===== config.mk =====
export PLATFORM = sky130hd
export DESIGN_NAME = palette_fade_ctrl
export DESIGN_NICKNAME = d
export VERILOG_FILES = /design/src/rtl/palette_fade_ctrl_pkg.sv /design/src/rtl/palette_scale.sv /design/src/rtl/palette_fade_ctrl.sv
export SDC_FILE = /design/constraint.sdc
export NUM_CORES = 1
export LEC_CHECK = 0
export ABC_CLOCK_PERIOD_IN_PS = 6400
export CORE_UTILIZATION = 45
export CTS_BUF_LIST = sky130_fd_sc_hd__clkbuf_4 sky130_fd_sc_hd__clkbuf_8 sky130_fd_sc_hd__clkbuf_16
export CTS_CLUSTER_SIZE = 28
export DETAILED_ROUTE_END_ITERATION = 10
export PLACE_DENSITY_LB_ADDON = 0.3
export SKIP_LAST_GASP = 1
export SLEW_MARGIN = 20
export SYNTH_ARGS = -nofsm -noshare
export SYNTH_HDL_FRONTEND = slang
export SYNTH_SLANG_ARGS = --single-unit

===== constraint.sdc =====
create_clock -name clk_i -period 6.4 [get_ports clk_i]
set_input_delay 0.96 -clock clk_i [delete_from_list [all_inputs] [get_ports clk_i]]
set_output_delay 0.96 -clock clk_i [all_outputs]
set_load 0.005 [all_outputs]

===== src/rtl/palette_fade_ctrl_pkg.sv =====
// Shared definitions for the palette fade controller: geometry, channel
// positions, fade sequencer state encodings and level saturation.
package palette_fade_ctrl_pkg;

   localparam int PAL_ENTRIES = 256;
   localparam int PAL_AW      = $clog2(PAL_ENTRIES);

   localparam logic [4:0] PAL_LEVEL_MAX = 5'd16;

   localparam int R_MSB = 11;
   localparam int R_LSB = 8;
   localparam int G_MSB = 7;
   localparam int G_LSB = 4;
   localparam int B_MSB = 3;
   localparam int B_LSB = 0;

   localparam logic [2:0] ST_IDLE = 3'd0;
   localparam logic [2:0] ST_RD   = 3'd1;
   localparam logic [2:0] ST_CAP  = 3'd2;
   localparam logic [2:0] ST_WR   = 3'd3;
   localparam logic [2:0] ST_DONE = 3'd4;

   function automatic logic [4:0] sat_level(input logic [4:0] level);
      return (level > PAL_LEVEL_MAX) ? PAL_LEVEL_MAX : level;
   endfunction

endpackage


===== src/rtl/palette_scale.sv =====
// Scales a 12-bit RGB444 colour by a 0..16 brightness level; 16 is identity.
// Purely combinational so the composer can reuse it for global brightness.
module palette_scale
   import palette_fade_ctrl_pkg::*;
(
   input  logic [11:0] color,
   input  logic [4:0]  level,
   output logic [15:0] word
);

   function automatic logic [3:0] scale_chan(input logic [3:0] c, input logic [4:0] l);
      logic [8:0] prod;
      prod = {5'd0, c} * {4'd0, l};
      return 4'(prod >> 4);
   endfunction

   assign word = {4'd0,
                  scale_chan(color[R_MSB:R_LSB], level),
                  scale_chan(color[G_MSB:G_LSB], level),
                  scale_chan(color[B_MSB:B_LSB], level)};

endmodule


===== src/rtl/palette_fade_ctrl.sv =====
// Palette RAM port arbiter: composer reads, CPU writes, and a fade sequencer
// that copies and brightness-scales a range of entries during vertical blank.
module palette_fade_ctrl
   import palette_fade_ctrl_pkg::*;
(
   input  logic              clk_i,
   input  logic              rst_n_i,
   input  logic              start_i,
   input  logic [PAL_AW-1:0] src_i,
   input  logic [PAL_AW-1:0] dst_i,
   input  logic [PAL_AW:0]   count_i,
   input  logic [4:0]        level_i,
   output logic              busy_o,
   output logic              done_o,
   input  logic              vblank_i,
   input  logic [PAL_AW-1:0] vid_rd_addr_i,
   input  logic              cpu_wr_en_i,
   input  logic [1:0]        cpu_ben_i,
   input  logic [PAL_AW-1:0] cpu_wr_addr_i,
   input  logic [15:0]       cpu_wr_data_i,
   output logic [PAL_AW-1:0] pal_rd_addr_o,
   input  logic [15:0]       pal_rd_data_i,
   output logic              pal_wr_en_o,
   output logic [1:0]        pal_ben_o,
   output logic [PAL_AW-1:0] pal_wr_addr_o,
   output logic [15:0]       pal_wr_data_o
);

   localparam logic [PAL_AW-1:0] ADDR_ONE = 1;
   localparam logic [PAL_AW:0]   REM_ONE  = 1;

   logic [2:0]        state;
   logic [PAL_AW-1:0] src_q;
   logic [PAL_AW-1:0] dst_q;
   logic [PAL_AW:0]   rem_q;
   logic [4:0]        level_q;
   logic [11:0]       color_q;
   logic [15:0]       fade_word;
   logic              fade_rd;
   logic              unused_rd_hi;

   // The fade rewrites bits [15:12] as zero, so the captured top nibble is dropped.
   assign unused_rd_hi = ^pal_rd_data_i[15:12];

   // A zero-length fade still passes through RD once, which places done_o
   // two cycles after start without touching either RAM port.
   // NOTE: state registers use non-blocking (<=) so every flop samples pre-edge values.
   always_ff @(posedge clk_i or negedge rst_n_i) begin
      if (!rst_n_i) begin
         state   <= ST_IDLE;
         src_q   <= '0;
         dst_q   <= '0;
         rem_q   <= '0;
         level_q <= '0;
         color_q <= '0;
      end else begin
         case (state)
            ST_IDLE: begin
               if (start_i) begin
                  src_q   <= src_i;
                  dst_q   <= dst_i;
                  rem_q   <= count_i;
                  level_q <= sat_level(level_i);
                  state   <= ST_RD;
               end
            end
            ST_RD: begin
               if (rem_q == '0) begin
                  state <= ST_DONE;
               end else if (vblank_i) begin
                  state <= ST_CAP;
               end
            end
            ST_CAP: begin
               color_q <= pal_rd_data_i[11:0];
               state   <= ST_WR;
            end
            ST_WR: begin
               if (!cpu_wr_en_i) begin
                  src_q <= src_q + ADDR_ONE;
                  dst_q <= dst_q + ADDR_ONE;
                  rem_q <= rem_q - REM_ONE;
                  state <= (rem_q == REM_ONE) ? ST_DONE : ST_RD;
               end
            end
            ST_DONE: state <= ST_IDLE;
            default: state <= ST_IDLE;
         endcase
      end
   end

   palette_scale u_scale (
      .color (color_q),
      .level (level_q),
      .word  (fade_word)
   );

   assign busy_o  = (state != ST_IDLE);
   assign done_o  = (state == ST_DONE);
   assign fade_rd = (state == ST_RD) && vblank_i && (rem_q != '0);

   // NOTE: each always_comb output gets a default first, so no path can infer a latch.
   always_comb begin
      pal_rd_addr_o = vid_rd_addr_i;
      if (fade_rd) begin
         pal_rd_addr_o = src_q;
      end
   end

   // CPU writes always win; a pending fade write simply waits in WR.
   always_comb begin
      pal_wr_en_o   = 1'b0;
      pal_ben_o     = 2'b00;
      pal_wr_addr_o = '0;
      pal_wr_data_o = '0;
      if (cpu_wr_en_i) begin
         pal_wr_en_o   = 1'b1;
         pal_ben_o     = cpu_ben_i;
         pal_wr_addr_o = cpu_wr_addr_i;
         pal_wr_data_o = cpu_wr_data_i;
      end else if (state == ST_WR) begin
         pal_wr_en_o   = 1'b1;
         pal_ben_o     = 2'b11;
         pal_wr_addr_o = dst_q;
         pal_wr_data_o = fade_word;
      end
   end

endmodule


Word level (Yosys, flattened, before mapping)

Cells that the tools add are included.
W data, S select, Z words.

$add $sub $neg: 3
$lt $le $gt $ge: 1
Multiply operators: 3
Reductions and logical operators: 10
Eq/ne operators: 8
Multiplexer cells: 25

Operator list:

| operator              | number |
|---|---|
| $mux W8               | 7 |
| $pmux W8 S2           | 2 |
| $mul A4 B5 Y8         | 3 |
| $mux W9               | 2 |
| $pmux W9 S2           | 1 |
| $add A8 B1 Y8 const B | 2 |
| $mux W16              | 1 |
| $mux W3               | 5 |
| $mux W12              | 1 |
| $pmux W3 S4           | 1 |
| $eq A9 B1 Y1 const B  | 1 |
| $logic_not A9 Y1      | 1 |
| $reduce_bool A9 Y1    | 1 |
| $sub A9 B1 Y9 const B | 1 |
| $eq A3 B2 Y1 const B  | 2 |
| $reduce_and A3 Y1     | 2 |
| $gt A5 B5 Y1 const B  | 1 |
| $mux W5               | 1 |
| $mux W2               | 2 |
| $ne A2 B2 Y1 const B  | 2 |
| $eq A3 B1 Y1 const B  | 1 |
| $eq A3 B3 Y1 const B  | 1 |
| $logic_not A3 Y1      | 1 |
| $ne A3 B3 Y1 const B  | 1 |
| other kinds (5)       | 7 |

Input port bits: 85
Bits in registers: 45
Word-level logic and storage cells: 56

Longest topological paths before layout

Depth after elaboration: 4
Gate-level depth with buffers: 12
Gate-level depth less buffers: 11

Cells and area by module

From an unflattened synthesis, not the netlist that was laid out.

Cell total of the unflattened synthesis: 507
Area total of the unflattened synthesis: 4,260.3 um^2

Modules (own cells, without submodules):

| module            | seq. area each (um^2) | cells an instance | times used | area each (um^2) |
|---|---|---|---|---|
| palette_fade_ctrl | 1,126.1               | 331               | 1          | 2,826.5 |
| palette_scale     | 0.0                   | 176               | 1          | 1,433.9 |

Worst setup path before layout

No wires, ideal clock.

Kind: register to output
From: register level_q[1]
To: output pal_wr_data_o[11]
Buffers on the path: 1
Setup slack: 2.452 ns
Arrival time: 2.988 ns
Stages on the path, launching flop included: 13
Data required time: 5.440 ns
Cell sequence: dfrtp_1 > clkbuf_1 > and2_1 > fa_1 > inv_1 > fa_1 > inv_1 > ha_1 > nand4_1 > o2111ai_1 > a21oi_1 > xnor2_1 > a22o_1

Cells in the longest elaborated chain, start to end: 3

Ends and longest elaborated chain:

| item                     | line                     | source |
|---|---|---|
| start: declaration       | palette_fade_ctrl.sv:36  | `logic [4:0] level_q;` |
| start signal: assignment | palette_fade_ctrl.sv:63  | `level_q <= sat_level(level_i);` |
| $mul A4 B5 Y8            | palette_scale.sv:13      | `prod = {5'd0, c} * {4'd0, l};` |
| $mux W12                 | palette_fade_ctrl.sv:121 | `end else if (state == ST_WR) begin` |
| $mux W16                 | palette_fade_ctrl.sv:116 | `if (cpu_wr_en_i) begin` |
| end: declaration         | palette_fade_ctrl.sv:26  | `output logic [15:0] pal_wr_data_o` |

Every way passes these cells.

Worst setup path after layout

Same ends and word-level chain as after synthesis.

==> reports/results.txt <==
The total of buffers placed on input and output ports is 117, and the filler cell count is 766. After the first detailed-routing iteration, the DRC count stood at 119. The number of H-tree levels is 2, and the clock period minus worst slack is 4.96 ns. After layout, the worst path uses 77.5% of the clock period. Post-route DRC violation count: 0.

In this run, synthesis inferred 0 flip-flops with an integrated enable. The final setup TNS is 0 ns. Data on the critical path is required at its endpoint by 5.44 ns. The final count of pins violating max slew is 0. By area the synthesized netlist is led by sky130_fd_sc_hd__dfrtp_1 (28%), sky130_fd_sc_hd__ha_1 (9.7%), sky130_fd_sc_hd__fa_1 (7.5%). From bottom edge to top edge, the die measures 96.4 um. Clock tree synthesis found a total of 45 sinks. Dividing the synthesized area by the synthesized cell count gives 8.69 um^2. The post-route netlist has 5.49% of its cells at a drive strength greater than 1. The die outline area was 9300 um^2; the area added between synthesis and finish was 33.1%. The number of antenna violations at the first check in global routing is 0, and the routed wire length on met3 is 539 um. TritonCTS built the clock tree.

122 I/O pins were placed. The worst hold path begins at rem_q[8]. The multi-input gate area in the final layout was 2710 um^2.

Sequential elements use 28.1% of the synthesized area. Post-CTS timing repair inserted 0 buffers for setup. The post-synthesis cell count was 462; the worst-path maximum fanout was 14. The clock root buffer master was sky130_fd_sc_hd__clkbuf_8. The path class of the lowest-slack min-delay path was register to register. The number of unique standard cell types used by synthesis was 49; the hold buffer count at cts was 0.

The category of the critical setup timing path is register to output pin. Across all hold checks on the routed design, the worst slack comes to 0.536 ns. Dividing the detail-routed wire length by the instance count gives 15.4 um. The flow ran to the end, and the final reports show no timing, DRC or antenna violations. The first global-routing pass estimated 17000 um of wire. At the later pin of the worst-skew pair, clock insertion delay measures 0.30 ns. Measured against its own limit, the worst slew margin works out to 48.7%. Global routing finished with a remaining overflow of 0.

The die is 96.4 um wide. The stage delay of the slowest cell on the critical path was 0.55 ns; the overall track demand over capacity in global routing was 23.5%. The initial cell density of the core is 46.2%. The library cell used most frequently in the layout, excluding fill and tap cells, is sky130_fd_sc_hd__clkdlybuf4s50_1. The number of synthesis warnings is 0, and the share of async-settable or async-resettable flops after synthesis is 100%.

The number of failing setup endpoints in the final timing report is 0. After detailed routing, the met2 layer carries 5320 um of wire. The count of nets left with antenna violations once routing finished came out at 0. The tools report the net count after synthesis as 593.

Leaving out fill and tap cells, the most frequent cells in the layout are sky130_fd_sc_hd__clkdlybuf4s50_1 (116), sky130_fd_sc_hd__nand2_1 (50), sky130_fd_sc_hd__dfrtp_1 (45). Based on the critical path, the design can be clocked at up to 0.202 GHz. The most critical setup path has its startpoint at level_q[1]. The run gives 0 as the number of gates resized after cts. The design draws 2140 uW.

Area of all sequential standard cells: 1130 um^2. Summed over its instances, the top area cell type makes up 28.1% of the synthesized netlist area. No sink is reached through more buffers than the 2 on the longest clock path. Number of maximum-capacitance violations: 0.

The average via count per standard cell was 5.57; the power density over cell area was 401 nW/um^2. For the layout net count, the log shows 696. The critical path goes through and2_1, fa_1, inv_1, fa_1, inv_1, ha_1, nand4_1, o2111ai_1, a21oi_1, xnor2_1, a22o_1, clkdlybuf4s50_1. Slowest cell on the critical path: sky130_fd_sc_hd__dfrtp_1. Overall via count from detail_route: 3750.

The main flop type after synthesis was sky130_fd_sc_hd__dfrtp_1. The tools report the antenna diode instance count as 0. STA classifies the critical path startpoint as a register. The HPWL after detailed placement is 7700 um. The run gives 0 as the hold violation total from the final report. Routed wire length: 10400 um. The number of placed instances, taps included, is 666. The cell leakage power is 0.00232 uW. Setup repair after global routing left no endpoint under its margin. For this block, wires on met1 add up to 4430 um. In this run the standard cell core region covers 8680 um^2. For the final database, setup skew stands at 0.0104 ns.

The launch point of the worst reg-to-reg path is rem_q[0]. The worst ir drop on vdd came out at 0.167 mV. Before antenna repair, the detailed router went through 4 iterations. Weighted congestion reported at the end of routability-driven placement: 0.827. The tools report the via count of the first global-routing pass as 3574. STA classifies the critical path endpoint as an output pin. In this run the top signal layer used is met4. The run gives 46 as the largest net degree at the start of global routing.

In this run the cell area measured after placement is 5250 um^2. The clock transition at the registers of the reported paths works out to 0.08 ns. The number of buffers inserted during clock tree synthesis was 5.

The register bit count reported by yosys is 45. The cell area after layout was 5340 um^2; the cell area after synthesis was 4010 um^2. The tools report the final standard cell count with taps included and fillers excluded as 673. The tools report the critical path arrival as 4.00 ns. The library cell occupying the most area in the post-synthesis netlist was sky130_fd_sc_hd__dfrtp_1. At the pin with the least slew margin, the transition time is 0.765 ns. The initialized floorplan defines 34 standard-cell rows.
power by group:
group	internal (uW)	switching [uW]
Clock	90.1	95.9
Sequential	421	214
Combinational	643	678
cells in the mapped netlist (3+ instances only):
library cell,n
sky130_fd_sc_hd__nand2_1,50
sky130_fd_sc_hd__dfrtp_1,45
sky130_fd_sc_hd__and2_1,40
sky130_fd_sc_hd__a21oi_1,32
sky130_fd_sc_hd__ha_1,31
sky130_fd_sc_hd__nor2_1,31
sky130_fd_sc_hd__clkbuf_1,23
sky130_fd_sc_hd__inv_1,19
sky130_fd_sc_hd__nand3_1,19
sky130_fd_sc_hd__a22o_1,15
sky130_fd_sc_hd__fa_1,15
sky130_fd_sc_hd__o21ai_0,15
sky130_fd_sc_hd__xnor2_1,15
sky130_fd_sc_hd__o21ai_1,13
sky130_fd_sc_hd__mux2_1,10
sky130_fd_sc_hd__mux2_4,8
sky130_fd_sc_hd__nand2b_1,7
sky130_fd_sc_hd__nor3_1,7
sky130_fd_sc_hd__nand4_1,6
sky130_fd_sc_hd__o31ai_1,6
sky130_fd_sc_hd__and3_1,5
sky130_fd_sc_hd__o22ai_1,5
sky130_fd_sc_hd__o21bai_1,4
sky130_fd_sc_hd__a22oi_1,3
sky130_fd_sc_hd__a31oi_1,3
sky130_fd_sc_hd__mux2_2,3
sky130_fd_sc_hd__nor2b_1,3
sky130_fd_sc_hd__nor3b_1,3
sky130_fd_sc_hd__o2111ai_1,3
sky130_fd_sc_hd__xor2_1,3
layer usage:
| metal | global-route usage, % | vias to the layer above |
|---|---|---|
| li1 | - | 1815 |
| met1 | 29.3 | 1827 |
| met2 | 42.8 | 100 |
| met3 | 3.91 | 8 |
| met4 | 4.41 | 0 |
| met5 | 0 | - |
through the flow:
step / worst slack, ns / utilization [%]
2_1_floorplan: 2.45 / -
3_3_place_gp: 1.76 / 60.5
3_5_place_dp: 1.74 / 60.5
4_1_cts: 1.42 / 61.5
5_1_grt: 1.16 / 61.6
6_report: 1.44 / 61.6
cells by family after synthesis:
| logic type | after synthesis | share of synthesized area (%) |
|---|---|---|
| mux | 22 | 6.89 |
| buf+inv | 46 | 4.52 |
| xor+xnor | 18 | 3.93 |
| compound gates | 107 | 16.8 |
| flops | 45 | 28.1 |
| fa+ha+maj | 46 | 17.1 |
| simple gates | 178 | 22.7 |
state kept, by name (all words and copies together) (netlist names):
name     cells
state        3
src_q        8
level_q      5
dst_q        8
rem_q        9
color_q     12
worst max-delay path: cells and delay by family, from the launching register on:
kind	cells	cell delay [ns]
fa+ha+maj	3	1.39
buf+inv	3	0.58
compound gates	3	0.58
flops	1	0.55
simple gates	2	0.38
xor+xnor	1	0.20
layout make-up:
class,count,share of cell area [%]
multi-input combinational,371,50.7
timing repair buffer,122,22.6
sequential,45,21.1
tap,108,2.53
clock buffer,7,1.69
inverter,20,1.41
path summary, 6_finish.rpt:
check                                    end  slack [ns]  cells past startpoint
setup / recovery           pal_wr_data_o[11]        1.44                     12
hold / removal                      rem_q[8]        0.54                      2
setup reg to reg                    state[1]        3.87                      6
hold reg to reg                     rem_q[8]        0.54                      2
max in group asynchronous           rem_q[2]        5.32                      1
min in group asynchronous         color_q[3]        0.66                      1
Power figures use the tool's default switching activity.
